[src/rtl/des_byte_packer.sv]
// Packs a byte stream into 64-bit DES plaintext blocks through a one-deep output
// holding register. Defining DES_PKCS_PAD_EN turns on PKCS#5-style padding of final blocks.
module des_byte_packer #(
  parameter int MSB_FIRST = 1
) (
  input  logic        clk,
  input  logic        rst_n,
  input  logic [7:0]  in_data,
  input  logic        in_valid,
  input  logic        in_last,
  output logic        in_ready,
  output logic [63:0] blk_data,
  output logic        blk_valid,
  input  logic        blk_ready,
  output logic        blk_last,
  output logic [3:0]  blk_bytes
);

  typedef enum logic [1:0] {FILL, HOLD, PAD} state_t;

  localparam logic [63:0] PAD_BLK = {8{8'h08}};

  state_t      state_q, state_d;
  logic        run_q;
  logic [2:0]  cnt_q, cnt_d;
  logic [63:0] asm_p0, asm_d;
  logic        pend_last_q, pend_last_d;
  logic [3:0]  pend_bytes_q, pend_bytes_d;
  logic        pend_pad_q, pend_pad_d;
  logic [63:0] data_p1, data_d;
  logic        vld_p1, vld_d;
  logic        last_p1, last_d;
  logic [3:0]  bytes_p1, bytes_d;

  logic        accept, can_load, done;
  logic [3:0]  n_used;
  logic [63:0] lane_blk, fin_data;
  logic        fin_last, fin_pad;
  logic [3:0]  fin_bytes;

  function automatic logic [63:0] put_lane(input logic [63:0] blk, input logic [2:0] lane,
                                           input logic [7:0] b);
    logic [63:0] r;
    int          base;
    r    = blk;
    base = (MSB_FIRST != 0) ? 56 - 8 * int'(lane) : 8 * int'(lane);
    r[base +: 8] = b;
    return r;
  endfunction

`ifdef DES_PKCS_PAD_EN
  function automatic logic [63:0] pad_fill(input logic [63:0] blk, input logic [3:0] n);
    logic [63:0] r;
    r = blk;
    for (int i = 0; i < 8; i++) begin
      if (i >= int'(n)) r = put_lane(r, 3'(i), 8'(4'd8 - n));
    end
    return r;
  endfunction
`endif

  assign in_ready  = run_q && (state_q == FILL);
  assign blk_data  = data_p1;
  assign blk_valid = vld_p1;
  assign blk_last  = last_p1;
  assign blk_bytes = bytes_p1;

  assign accept   = in_valid && in_ready;
  assign can_load = !vld_p1 || blk_ready;
  assign done     = accept && ((cnt_q == 3'd7) || in_last);
  assign n_used   = {1'b0, cnt_q} + 4'd1;
  assign lane_blk = put_lane(asm_p0, cnt_q, in_data);

`ifdef DES_PKCS_PAD_EN
  // A full final block is followed by a whole block of padding, so it is not itself last.
  assign fin_data  = (in_last && (cnt_q != 3'd7)) ? pad_fill(lane_blk, n_used) : lane_blk;
  assign fin_bytes = 4'd8;
  assign fin_last  = in_last && (cnt_q != 3'd7);
  assign fin_pad   = in_last && (cnt_q == 3'd7);
`else
  assign fin_data  = lane_blk;
  assign fin_bytes = n_used;
  assign fin_last  = in_last;
  assign fin_pad   = 1'b0;
`endif

  always_comb begin
    state_d      = state_q;
    cnt_d        = cnt_q;
    asm_d        = asm_p0;
    pend_last_d  = pend_last_q;
    pend_bytes_d = pend_bytes_q;
    pend_pad_d   = pend_pad_q;
    data_d       = data_p1;
    last_d       = last_p1;
    bytes_d      = bytes_p1;
    vld_d        = vld_p1 && !blk_ready;
    unique case (state_q)
      FILL: begin
        if (done) begin
          cnt_d = 3'd0;
          if (can_load) begin
            data_d  = fin_data;
            last_d  = fin_last;
            bytes_d = fin_bytes;
            vld_d   = 1'b1;
            asm_d   = '0;
            state_d = fin_pad ? PAD : FILL;
          end else begin
            asm_d        = fin_data;
            pend_last_d  = fin_last;
            pend_bytes_d = fin_bytes;
            pend_pad_d   = fin_pad;
            state_d      = HOLD;
          end
        end else if (accept) begin
          asm_d = lane_blk;
          cnt_d = cnt_q + 3'd1;
        end
      end
      HOLD: begin
        if (can_load) begin
          data_d  = asm_p0;
          last_d  = pend_last_q;
          bytes_d = pend_bytes_q;
          vld_d   = 1'b1;
          asm_d   = '0;
          state_d = pend_pad_q ? PAD : FILL;
        end
      end
      PAD: begin
        if (can_load) begin
          data_d  = PAD_BLK;
          last_d  = 1'b1;
          bytes_d = 4'd8;
          vld_d   = 1'b1;
          state_d = FILL;
        end
      end
      default: state_d = FILL;
    endcase
  end

  // Stage p0: byte assembly and control
  always_ff @(posedge clk or negedge rst_n) begin
    if (!rst_n) begin
      state_q      <= FILL;
      run_q        <= 1'b0;
      cnt_q        <= 3'd0;
      asm_p0       <= '0;
      pend_last_q  <= 1'b0;
      pend_bytes_q <= 4'd0;
      pend_pad_q   <= 1'b0;
    end else begin
      state_q      <= state_d;
      run_q        <= 1'b1;
      cnt_q        <= cnt_d;
      asm_p0       <= asm_d;
      pend_last_q  <= pend_last_d;
      pend_bytes_q <= pend_bytes_d;
      pend_pad_q   <= pend_pad_d;
    end
  end

  // Stage p1: output holding register
  always_ff @(posedge clk or negedge rst_n) begin
    if (!rst_n) begin
      data_p1  <= '0;
      vld_p1   <= 1'b0;
      last_p1  <= 1'b0;
      bytes_p1 <= 4'd0;
    end else begin
      data_p1  <= data_d;
      vld_p1   <= vld_d;
      last_p1  <= last_d;
      bytes_p1 <= bytes_d;
    end
  end

endmodule

[config.mk]
export PLATFORM = sky130hd
export DESIGN_NAME = des_byte_packer
export DESIGN_NICKNAME = d
export VERILOG_FILES = /design/src/rtl/des_byte_packer.sv
export SDC_FILE = /design/constraint.sdc
export NUM_CORES = 1
export LEC_CHECK = 0
export ABC_AREA = 1
export BUFFER_PORTS_ARGS = -buffer_cell sky130_fd_sc_hd__buf_2
export CAP_MARGIN = 20
export CORE_ASPECT_RATIO = 1.75
export CORE_MARGIN = 3
export CORE_UTILIZATION = 57
export CTS_BUF_LIST = sky130_fd_sc_hd__clkbuf_16
export CTS_CLUSTER_DIAMETER = 120
export DETAILED_ROUTE_END_ITERATION = 10
export PLACE_DENSITY = 0.78
export SYNTH_ARGS = -nofsm -noshare
export SYNTH_HDL_FRONTEND = slang
export SYNTH_SLANG_ARGS = --single-unit
[constraint.sdc]
create_clock -name clk -period 2.22 [get_ports clk]
set_input_delay 0.222 -clock clk [delete_from_list [all_inputs] [get_ports clk]]
set_output_delay 0.222 -clock clk [all_outputs]
set_load 0.005 [all_outputs]
==> results.md <==
* Routed Antenna Nets at 0
* GRT Total Usage at 28.3%
* Hold path startpoint: blk_ready
* Vias at ~7100
* Max Cap Violations at 0
* Setup Fix Bufs, Post-CTS at 0
* Area after DPL at roughly 0.0082 mm²
* Mapped cell area at 0.00762 mm²
* Max Clock Skew at about 0.0065 ns
* Worst R2R Setup Slack at roughly 0.15 ns
* Share of layout cells above drive strength 1 at between 10 and 15%
* Register bit total from synthesis at about 140
* Initial detailed-routing violation count at between 400 and 500
* RSZ-0062 raised after global routing: no
* Initial Util at 58.6%
* Status: finished, final reports clean
* WP data arrival at about 2.4 ns
* WL final at 20500 µm
* Remaining DRCs at 0
* CP endpoint kind: flip-flop
* Standard-cell row count at 55
* Net switching power at 3.80 mW
* Top-count cell post-synth: nand2_1
* Setup total negative slack at 0 ns
* Library cells used by synthesis at 24
* Antenna diode count at 0
* Startpoint Class: flip-flop
* DR WL/cell at 15.0 µm
* Ys flop type: dfrtp_1
* Reg clk slew, reported paths at 0.06 ns
* Int Pwr at between 6 and 7 mW
* Share of the synthesized area in the top cell type at a little under half
* F_max at 0.483 GHz
* Full die area at about 0.015 mm²
* Die X at about 93 µm
* Overflow after GRT at 0
* Final-report hold violation count at 0
* Reg2Reg Depth at 11
* Reg power frac at 38.3%
* Num CTS Buffers at 17
* Seq/Total Area, Yosys at 47.3%
* Root buffer cell: clkbuf_16
* Antenna violations before repair at 0
* Clock Sinks at 144
* HP Class: in2reg
* Final Cycle Share at between 90 and 100%
* Mapped Avg Cell Area at approximately 6.9 µm²
* Hold depth at 4
* Worst skew pair latency at ~0.42 ns
* Pwr dens at approximately 1200 mW/mm²
* Die Ht at between 150 and 200 µm
* Setup Crit Path Kind: reg2reg
* Final #Nets at approximately 1200
* I/O pins at between 80 and 90
* EDFF count, synth at 0
* Post-Syn Nets at ~1100
* CTS tree: built
* Worst VDD drop at 0.862 mV
* FFs w/ async S/R, synth at 100%
* Synth top area cells: dfrtp_1, nand2_1, nor2_1, inv_1, o21ai_1
* Top cells by count, synth: nand2_1, nor2_1, dfrtp_1, inv_1, o21ai_1
* Drt via density at 5.17
* Crit-path max FO at 44
* Dominant cell type by area after synthesis: dfrtp_1
* Switching share of power at a little over a third
* CORE AREA at 0.0130 mm²
* Largest net degree at the start of global routing at 70
* TritonRoute pass-1 iters at 5
* Hold Path Sink: state_q[0]
* RePlAce Congestion at between 0.9 and 1
* H-tree depth at 4
* HPWL after detailed placement at approximately 14000 µm
* Worst R2R End: asm_p0[40]
* Post-layout min period at roughly 2.1 ns
* Final Max Slew Viols at 0
* P_leak at roughly 4.7 nW
* Req. time, crit path at around 2.6 ns
* First-pass GRT wire length at roughly 34000 µm
* Fillcell total at around 1100
* Tot Pwr at 10.7 mW
* Bufs on Longest Clock Path at 2
* Port Buffers at 83
* Final instance area at 0.00897 mm²
* Mapped Cells at about 1100
* Vias in the first global route at roughly 7000
* Final setup vio count at 0
* Clock share of power at around 30%
* Yosys warning count at 0
* Layout area overhead at 17.8%
* Slew HR at a little under three fifths
* Worst r2r src: cnt_q[0]
* Worst-Margin Slew at approximately 0.67 ns
* Logic gate share of total power at 31.8%
==> critical path, stage by stage (launching register included) <==
cell     delay, ns
dfrtp_2       0.44
ha_1          0.25
ha_4          0.18
nor2_4        0.14
nor2_4        0.07
nand2_1       0.15
buf_4         0.17
nand2_8       0.07
inv_4         0.07
buf_12        0.22
nand2_1       0.09
o21ai_1       0.10
==> final cells by class <==
| cell class | instances | area (µm²) | area share, % |
|---|---|---|---|
| Clock buffer | 17 | 425 | 4.74 |
| Clock inverter | 15 | 230 | 2.57 |
| Inverter | 92 | 353 | 3.93 |
| Multi-Input combinational cell | 815 | 3380 | 37.7 |
| Sequential cell | 144 | 3610 | 40.2 |
| Tap cell | 171 | 214 | 2.39 |
| Timing Repair Buffer | 116 | 759 | 8.47 |
==> kinds of logic (layout without fill, tap and decap cells) <==
logic type	count (synthesis)	count (layout)	synth area share, %
adder cells (fa/ha/maj)	6	6	0.986
other	1	1	0.0492
AND/OR/NAND/NOR	714	714	36.6
AO/OA/AOI/OAI	94	94	6.24
flip-flops	144	144	47.3
buffers and inverters	147	240	8.85
==> power by group through the flow <==
stage / clock network [mW] / logic (mW) / registers, mW
after CTS: 3.22 / 3.38 / 4.10
after detailed placement: 0 / 3.32 / 4.13
after global routing: 3.32 / 3.93 / 4.22
after floorplan: 0 / 2.19 / 4.08
after global placement: 0 / 3.24 / 4.10
final: 3.20 / 3.40 / 4.10
==> layer usage <==
layer	global-route usage (%)	wire, µm
met5	0	0
met4	16.2	1070
met3	4.60	1070
met2	46.9	10300
met1	34.5	8010
==> state kept, by name, summed over array words and instances, names as in the netlist <==
signal and cells:
asm_p0 64, blk_bytes 4, blk_data 64, blk_last 1, blk_valid 1, cnt_q 3
pend_bytes_q 4, pend_last_q 1, run_q 1, state_q 1
==> stage by stage <==
step | hold slack, ns | cells | setup WS (ns) | utilization (%)
after floorplan | -0.0736 | 1106 | 0.326 | -
after global placement | 0.208 | 1336 | 0.156 | 63.3
after detailed placement | 0.212 | 1336 | 0.112 | 63.3
after CTS | 0.118 | 1369 | 0.0812 | 68.4
after global routing | 0.171 | 1370 | 0.0206 | 69.0
final | 0.122 | 1370 | 0.150 | 69.0
==> how the worst max path moves through the flow <==
stage | slack (ns) | from | to | cells after the start
2_1_floorplan | 0.33 | cnt_q[1] | blk_data[4] | 11
3_3_place_gp | 0.16 | cnt_q[0] | asm_p0[35] | 8
3_5_place_dp | 0.11 | cnt_q[0] | asm_p0[35] | 8
4_1_cts | 0.08 | cnt_q[0] | asm_p0[35] | 8
5_1_grt | 0.02 | cnt_q[0] | asm_p0[40] | 11
6_report | 0.15 | cnt_q[0] | asm_p0[40] | 11
==> repair_timing <==
| item | 4_1_cts | 5_1_grt |
|---|---|---|
| setup endpoints to repair | 0 | 99 |
| hold endpoints to repair | 47 | 0 |
| hold buffers | 1 | 0 |
| resized for setup | 0 | 10 |
==> placed cells by master (no fill, tap or decap), types with 2 or more instances in the layout <==
cell type   instances
clkinvlp_4          3
dfrtp_1           142
nor2_1            322
ha_1                5
inv_1              90
nor2_2              4
nand2_4             2
inv_6               5
nand2_2             5
clkinv_4            2
nand3_2             2
buf_4              26
bufinv_16           5
o21ai_0            29
nor2_4              2
buf_2              82
clkbuf_16          18
buf_12              4
o21ai_1            39
nand2_1           344
a21oi_1            24
dfrtp_2             2
nand3_1            31
No activity file was read; power rests on OpenSTA's default activity.
